**src/rtl/ex_stage_alu_if.sv**
```systemverilog
// ex_stage_alu_if: ID/EX operand, forwarding and control inputs plus EX/MEM results of the execute stage.
interface ex_stage_alu_if #(
   parameter int WIDTH = 32
);
   logic             en;
   logic [1:0]       alu_op;
   logic             alu_src;
   logic [5:0]       funct;
   logic [WIDTH-1:0] rs_val;
   logic [WIDTH-1:0] rt_val;
   logic [WIDTH-1:0] imm;
   logic [WIDTH-1:0] mem_fwd;
   logic [WIDTH-1:0] wb_fwd;
   logic [1:0]       fwd_a;
   logic [1:0]       fwd_b;
   logic [3:0]       alu_ctl;
   logic [WIDTH-1:0] alu_res;
   logic [WIDTH-1:0] res_q;
   logic [WIDTH-1:0] store_q;
   logic             zero_q;
   logic             ovf_q;
   modport master (
      output en, alu_op, alu_src, funct, rs_val, rt_val, imm, mem_fwd, wb_fwd, fwd_a, fwd_b,
      input  alu_ctl, alu_res, res_q, store_q, zero_q, ovf_q
   );
   modport slave (
      input  en, alu_op, alu_src, funct, rs_val, rt_val, imm, mem_fwd, wb_fwd, fwd_a, fwd_b,
      output alu_ctl, alu_res, res_q, store_q, zero_q, ovf_q
   );
endinterface

```
**src/rtl/ex_stage_alu.sv**
```systemverilog
// ex_stage_alu: EX-stage operand forwarding, ALU decode/execute and EX/MEM result register.
// Define EX_ALU_OVERFLOW_EN to register signed ADD/SUB overflow on ovf_q (otherwise ovf_q is 0).
module ex_stage_alu #(
   parameter int WIDTH = 32
) (
   input logic clock,
   input logic reset_n,
   ex_stage_alu_if.slave bus
);
   localparam logic [3:0] OP_AND = 4'b0000;
   localparam logic [3:0] OP_OR  = 4'b0001;
   localparam logic [3:0] OP_ADD = 4'b0010;
   localparam logic [3:0] OP_XOR = 4'b0011;
   localparam logic [3:0] OP_SUB = 4'b0110;
   localparam logic [3:0] OP_SLT = 4'b0111;
   localparam logic [3:0] OP_NOR = 4'b1100;
   localparam logic [3:0] OP_NOP = 4'b1111;
   logic [WIDTH-1:0] op_a, fwd_rt, op_b, res;
   logic [3:0]       fn_ctl, ctl;
   logic             ovf;
   always_comb begin
      op_a   = bus.fwd_a[1] ? (bus.fwd_a[0] ? '0 : bus.mem_fwd) : (bus.fwd_a[0] ? bus.wb_fwd : bus.rs_val);
      fwd_rt = bus.fwd_b[1] ? (bus.fwd_b[0] ? '0 : bus.mem_fwd) : (bus.fwd_b[0] ? bus.wb_fwd : bus.rt_val);
      op_b   = bus.alu_src ? bus.imm : fwd_rt;
   end
   always_comb begin
      fn_ctl = OP_NOP;
      case (bus.funct)
         6'b100000: fn_ctl = OP_ADD;
         6'b100010: fn_ctl = OP_SUB;
         6'b100100: fn_ctl = OP_AND;
         6'b100101: fn_ctl = OP_OR;
         6'b100110: fn_ctl = OP_XOR;
         6'b100111: fn_ctl = OP_NOR;
         6'b101010: fn_ctl = OP_SLT;
         default:   fn_ctl = OP_NOP;
      endcase
      ctl = bus.alu_op == 2'b10 ? fn_ctl : bus.alu_op == 2'b01 ? OP_SUB : OP_ADD;
   end
   always_comb begin
      res = '0;
      case (ctl)
         OP_ADD:  res = op_a + op_b;
         OP_SUB:  res = op_a - op_b;
         OP_AND:  res = op_a & op_b;
         OP_OR:   res = op_a | op_b;
         OP_XOR:  res = op_a ^ op_b;
         OP_NOR:  res = ~(op_a | op_b);
         OP_SLT:  res = {{(WIDTH-1){1'b0}}, $signed(op_a) < $signed(op_b)};
         default: res = '0;
      endcase
   end
`ifdef EX_ALU_OVERFLOW_EN
   // Result sign compared to A covers both the ADD and SUB overflow rules.
   always_comb ovf = res[WIDTH-1] != op_a[WIDTH-1] &&
                     ((ctl == OP_ADD && op_a[WIDTH-1] == op_b[WIDTH-1]) ||
                      (ctl == OP_SUB && op_a[WIDTH-1] != op_b[WIDTH-1]));
`else
   assign ovf = 1'b0;
`endif
   assign bus.alu_ctl = ctl;
   assign bus.alu_res = res;
   always_ff @(posedge clock or negedge reset_n) begin
      if (!reset_n) begin
         bus.res_q   <= '0;
         bus.store_q <= '0;
         bus.zero_q  <= 1'b0;
         bus.ovf_q   <= 1'b0;
      end else if (bus.en) begin
         bus.res_q   <= res;
         bus.store_q <= fwd_rt;
         bus.zero_q  <= res == '0;
         bus.ovf_q   <= ovf;
      end
   end
endmodule

```
**src/flat_wrapper.sv**
```systemverilog
// flat-port wrapper written by rule: the top's interface ports become plain ports
module ex_stage_alu_flat 
#(
   parameter int WIDTH = 32
)
  (clock, reset_n, bus_en, bus_alu_op, bus_alu_src, bus_funct, bus_rs_val, bus_rt_val, bus_imm, bus_mem_fwd, bus_wb_fwd, bus_fwd_a, bus_fwd_b, bus_alu_ctl, bus_alu_res, bus_res_q, bus_store_q, bus_zero_q, bus_ovf_q);
  ex_stage_alu_if #(.WIDTH(WIDTH)) bus_i ();
  input logic clock;
  input logic reset_n;
  input wire logic [$bits(bus_i.en)-1:0] bus_en;
  input wire logic [$bits(bus_i.alu_op)-1:0] bus_alu_op;
  input wire logic [$bits(bus_i.alu_src)-1:0] bus_alu_src;
  input wire logic [$bits(bus_i.funct)-1:0] bus_funct;
  input wire logic [$bits(bus_i.rs_val)-1:0] bus_rs_val;
  input wire logic [$bits(bus_i.rt_val)-1:0] bus_rt_val;
  input wire logic [$bits(bus_i.imm)-1:0] bus_imm;
  input wire logic [$bits(bus_i.mem_fwd)-1:0] bus_mem_fwd;
  input wire logic [$bits(bus_i.wb_fwd)-1:0] bus_wb_fwd;
  input wire logic [$bits(bus_i.fwd_a)-1:0] bus_fwd_a;
  input wire logic [$bits(bus_i.fwd_b)-1:0] bus_fwd_b;
  output wire logic [$bits(bus_i.alu_ctl)-1:0] bus_alu_ctl;
  output wire logic [$bits(bus_i.alu_res)-1:0] bus_alu_res;
  output wire logic [$bits(bus_i.res_q)-1:0] bus_res_q;
  output wire logic [$bits(bus_i.store_q)-1:0] bus_store_q;
  output wire logic [$bits(bus_i.zero_q)-1:0] bus_zero_q;
  output wire logic [$bits(bus_i.ovf_q)-1:0] bus_ovf_q;
  assign bus_i.en = bus_en;
  assign bus_i.alu_op = bus_alu_op;
  assign bus_i.alu_src = bus_alu_src;
  assign bus_i.funct = bus_funct;
  assign bus_i.rs_val = bus_rs_val;
  assign bus_i.rt_val = bus_rt_val;
  assign bus_i.imm = bus_imm;
  assign bus_i.mem_fwd = bus_mem_fwd;
  assign bus_i.wb_fwd = bus_wb_fwd;
  assign bus_i.fwd_a = bus_fwd_a;
  assign bus_i.fwd_b = bus_fwd_b;
  assign bus_alu_ctl = bus_i.alu_ctl;
  assign bus_alu_res = bus_i.alu_res;
  assign bus_res_q = bus_i.res_q;
  assign bus_store_q = bus_i.store_q;
  assign bus_zero_q = bus_i.zero_q;
  assign bus_ovf_q = bus_i.ovf_q;
  ex_stage_alu #(.WIDTH(WIDTH)) u_core (.clock(clock), .reset_n(reset_n), .bus(bus_i));
endmodule
```
**config.mk**
```make
export PLATFORM = sky130hd
export DESIGN_NAME = ex_stage_alu_flat
export DESIGN_NICKNAME = d
export VERILOG_FILES = /design/src/rtl/ex_stage_alu_if.sv /design/src/rtl/ex_stage_alu.sv /design/src/flat_wrapper.sv
export SDC_FILE = /design/constraint.sdc
export NUM_CORES = 1
export LEC_CHECK = 0
export ABC_AREA = 1
export CORE_ASPECT_RATIO = 1.25
export CORE_MARGIN = 3
export CORE_UTILIZATION = 52
export CTS_BUF_LIST = sky130_fd_sc_hd__clkbuf_16
export DETAILED_ROUTE_END_ITERATION = 8
export PLACE_DENSITY = 0.95
export SYNTH_ARGS = -nofsm -noshare
export SYNTH_HDL_FRONTEND = slang
export SYNTH_SLANG_ARGS = --single-unit
```
**constraint.sdc**
```tcl
create_clock -name clock -period 6.1 [get_ports clock]
set_clock_uncertainty 0.1 [all_clocks]
set_input_delay 1.22 -clock clock [delete_from_list [all_inputs] [get_ports clock]]
set_output_delay 1.22 -clock clock [all_outputs]
set_load 0.01 [all_outputs]
```
==> results.md, run 1 <==
* Outcome: did not finish
* H-tree depth at 3
* Largest net degree at the start of global routing at 66
* GP Congestion at approximately 1.2
* Die height at roughly 170 um
* Synth warnings at 0
* Adder-Cell Fraction of Synth Area at 11.0%
* GR repair worst EP: bus_alu_res[17]
* Seq cells post-synth at between 60 and 70
* Detailed placement HPWL at 42.9 mm
* Io pins at 278
* Synth Cell Area at ~11000 um^2
* PortBufs at 276
* Halt Reason: [ERROR GRT-0232] Routing congestion too high. Check the congestion heatmap in the GUI.
* Synth Net Count at 2346
* Simple-gate area share of the yosys netlist at 40.8%
* Root buffer cell: clkbuf_16
* Yosys top cell area share at 22.5%
* Clock sinks at 65
* Yosys top cell by area: nand2_1
* Mux cell area share after synthesis at 0.0883%
* WEP type: output port
* Top cells by area, synth: nand2_1 23%, dfrtp_1 14%, inv_1 12%
* Compound-cell area share of the yosys netlist at 16.5%
* Tot GR Track Use at 77.5%
* Main combinational cell family by area after synthesis: simple AND/OR/NAND/NOR gates
* Global route overflow at 7
* Post-Syn Instances at 2072
* Syn Area/Cell at 5.47 um^2
* Yosys cell types at 43
* Clock buffer depth at 2
* Row cnt at 59
* Number of CTS-inserted buffers at 9
* Synth Area in XOR/XNOR at 0.696%
* Fail Step: 5_1_grt
* Die X at 138 um
* Starting Density at 53.7%
* Sequential share of the synthesized area at approximately 14%
-- cell families after synthesis --
kind of cell               after synthesis
AOI/OAI and AO/OA                      318
xor gates and xnor gates                 9
adders and majority gates               98
buffers and inverters                  473
DFF                                     65
muxes                                    1
other                                    1
and+or+nand+nor                       1107
-- Yosys cell counts, drive strengths merged --
cell type,instances
nand3b,3
ha,96
dfrtp,65
or2,13
o21a,33
mux2i,1
conb,1
o22ai,38
nor2,191
fa,2
o21bai,18
nor3,14
a21boi,2
o21ai,125
a31oi,8
nand2,689
xor2,9
clkinv,1
nand3,178
buf,41
nor4,3
clkbuf,50
o211ai,32
inv,381
a21oi,62
nand4,16
-- through the flow --
stage / area [um^2] / worst slack (ns) / cells / utilization, %
3_5_place_dp: 15800 / -0.511 / 2755 / 74.6
2_1_floorplan: 11300 / 0.712 / 2072 / -
4_1_cts: 16500 / -0.105 / 2786 / 78.0
3_3_place_gp: 15800 / -0.414 / 2755 / 74.6
-- metal layers --
| layer | global-route usage [%] | GRT overflow |
|---|---|---|
| met1 | 74.1 | 0 |
| met2 | 91.8 | 2 |
| met3 | 68.2 | 0 |
| met4 | 77.1 | 5 |
| met5 | 51.6 | 0 |
-- what timing repair did --
| action | in CTS |
|---|---|
| pin swaps | 17 |
| buffers inserted | 14 |
| gates cloned | 1 |
| resized for setup | 103 |
| hold buffers | 0 |
| endpoints found under the setup margin | 30 |
==> run 2, diff against run 1 <==
--- a/config.mk
+++ b/config.mk
@@ -6,12 +6,10 @@
 export NUM_CORES = 1
 export LEC_CHECK = 0
 export ABC_AREA = 1
-export CORE_ASPECT_RATIO = 1.25
 export CORE_MARGIN = 3
-export CORE_UTILIZATION = 52
-export CTS_BUF_LIST = sky130_fd_sc_hd__clkbuf_16
+export CORE_UTILIZATION = 40
 export DETAILED_ROUTE_END_ITERATION = 8
-export PLACE_DENSITY = 0.95
+export PLACE_DENSITY_LB_ADDON = 0.15
 export SYNTH_ARGS = -nofsm -noshare
 export SYNTH_HDL_FRONTEND = slang
 export SYNTH_SLANG_ARGS = --single-unit
==> run 2 against run 1 <==
- the run now ends clean
- synthesized cell count did not move
- synthesized area did not move
==> results.md, run 2 <==
* CTS tree: yes
* Final setup violation count at 0
* Fin util at 64.8%
* Die height at about 170 um
* Main combinational cell family by area after synthesis: simple AND/OR/NAND/NOR gates
* Min-Delay Path Class: flip-flop to flip-flop
* Most frequent cells after synthesis: 680 x nand2_1, 376 x inv_1, 181 x nor2_1
* Period utilization at 97.2%
* Tot GR Track Use at 37.3%
* Core Region at ~27000 um^2
* Yosys top cell area share at a little under a quarter
* Compound-cell area share of the yosys netlist at 16.5%
* CP Capture Type: output port
* Most common cell after layout, fill and taps aside: nand2_1
* Yosys top cell by area: nand2_1
* Die area at 30400 um^2
* Synth Net Count at 2346
* Largest registers: u_core.bus.res_q (32), u_core.bus.store_q (32), u_core.bus.zero_q (1)
* Final-report max-slew violation count at 0
* Detailed Route WL at 59.1 mm
* Die X at 174 um
* Synth warnings at 0
* Setup ws final at around 0.17 ns
* Starting Density at 41.3%
* Share of cells above drive strength 1 at 20.5%
* GP Congestion at around 1.1
* Root buffer cell: clkbuf_16
* DRT iter0 DRCs at 1650
* Post-synth EDFFs at 0
* Vias in the first global route at between 15000 and 20000
* Pleak at 9.74 nW
* Register area at ~1600 um^2
* Antenna violation net count after detailed routing at 0
* Clock buffer depth at 2
* Global route overflow at 0
* Clk_lat worst skew at around 0.35 ns
* Hold_ws at 0.383 ns
* Outcome: finished, final reports clean
* Vias per cell at roughly 5.4
* Mux cell area share after synthesis at 0.0883%
* WP data arrival at 4.61 ns
* Seq cells post-synth at 65
* Most frequent cells in the layout: 670 x nand2_1, 369 x inv_1, 332 x buf_4
* Final Instance Area at between 15000 and 20000 um^2
* Adder-Cell Fraction of Synth Area at 11.0%
* Post-Syn Instances at 2072
* Max frequency at 169 MHz
* Worst vdd ir at 0.135 mV
* Largest net degree at the start of global routing at between 60 and 70
* Synth Flop Type: dfrtp_1
* Yosys cell types at 43
* DRC violations left at 0
* Antenna violations before repair at 2
* Detailed placement HPWL at 47.6 mm
* Worst Path Class, Setup: input pin to output port
* Critical Path Source Type: input pin
* Top-count cell post-synth: nand2_1
* Minimum clock period after layout at slightly below 6 ns
* H-tree depth at 3
* Multi-input gate area in the final layout at 8540 um^2
* CP Data Required Time at 4.78 ns
* Slew headroom at 32.8%
* Simple-gate area share of the yosys netlist at 40.8%
* Hold Violations, Final at 0
* Synth async-reset ratio at 100%
* Vias at 16039
* Post-layout nets at just under 3000
* Length of the first detailed-routing pass in iterations at 8
* Top cells by area, synth: nand2_1 23%, dfrtp_1 14%, inv_1 12%
* Worst-margin pin slew at 1.01 ns
* Syn Area/Cell at 5.47 um^2
* Io pins at 278
* Clock Pin Slew Worst Setup and Hold Paths at about 0.070 ns
* # fillers at 2612
* DR WL/cell at 19.8 um
* Number of CTS-inserted buffers at 9
* Sequential share of the synthesized area at between 10% and 20%
* PortBufs at 276
* Placement Setup Slack at -0.496 ns
* First-pass GRT wire length at 87.6 mm
* Synth Cell Area at 11300 um^2
* Synth Area in XOR/XNOR at 0.696%
* Crit-path max FO at 7
* Row cnt at 60
* Area grow syn2layout at 56.8%
* Max-cap viol count at 0
* Clock sinks at 65
* Pwr Density at 200 nW/um^2
* Placed inst area at 16600 um^2
run 2: layout make-up:
cell class,instances,share of cell area (%)
multi-input combinational,1535,48.1
timing repair buffer,614,30.1
sequential,65,9.16
inverter,382,8.07
tap,372,2.62
clock buffer,10,1.29
clock inverter,6,0.648
antenna,2,0.0282
run 2: worst paths after layout:
kind	start	endpoint	slack [ns]	cells past startpoint
worst min register to register	u_core.bus.res_q[26]	u_core.bus.res_q[26]	0.38	2
min in group asynchronous	reset_n	u_core.bus.store_q[3]	0.98	2
max in group asynchronous	reset_n	u_core.bus.res_q[11]	4.22	2
worst max register to register	u_core.bus.res_q[14]	u_core.bus.res_q[14]	5.25	2
worst min-delay path	u_core.bus.res_q[26]	u_core.bus.res_q[26]	0.38	2
worst max-delay path	bus_fwd_a[1]	bus_alu_res[19]	0.17	22
run 2: worst max-delay path, stage by stage:
cell and delay (ns):
clkdlybuf4s50_1 0.49, inv_1 0.07, nor2_1 0.11, inv_2 0.10, buf_4 0.15, o21a_1 0.20
inv_1 0.13, ha_4 0.25, buf_4 0.14, nand2_1 0.05, nand2_1 0.10, nand2_1 0.09
nand3_1 0.14, nand2_1 0.09, nand3_1 0.15, buf_4 0.20, inv_1 0.06, nand2_1 0.05
nand2_1 0.05, nand3_1 0.06, nand3_1 0.12, clkdlybuf4s50_1 0.54
run 2: logic make-up after synthesis:
kind of cell	Yosys count
adder cells (fa/ha/maj)	98
buffers and inverters	473
other	1
multiplexers	1
AND/OR/NAND/NOR	1107
flip-flops	65
XOR/XNOR	9
AO/OA/AOI/OAI	318
run 2: layer usage:
| layer | share of wire (%) | track usage [%] | up-vias |
|---|---|---|---|
| li1 | - | - | 7530 |
| met1 | 42 | 51.5 | 7428 |
| met2 | 43 | 56.3 | 951 |
| met3 | 11 | 7.69 | 130 |
| met4 | 4.6 | 16.1 | 0 |
| met5 | 0 | 0 | - |
run 2: repair_timing:
item	4_1_cts	5_1_grt
gates resized for setup	100	119
pin swaps	10	14
setup buffers	13	5
gates cloned	0	1
setup endpoints to repair	32	31
hold buffers	0	0
run 2: per-stage QoR:
stage / setup TNS (ns) / cells / power (mW)
detailed placement: -10.45 / 2949 / 2.70
global route: -0.0295 / 2986 / 3.74
global placement: -10.01 / 2949 / 2.69
finish: 0 / 2986 / 3.55
floorplan: 0 / 2072 / 1.51
CTS: -0.285 / 2978 / 3.42
run 2: power by group:
| group | leakage (nW) | internal (mW) | switching [mW] |
|---|---|---|---|
| registers | 0.813 | 0.501 | 0.0468 |
| clock network | 0.163 | 0.403 | 0.251 |
| logic | 8.76 | 1.06 | 1.29 |
| total | 9.74 | 1.97 | 1.59 |
(Power assumes the default switching activity.)
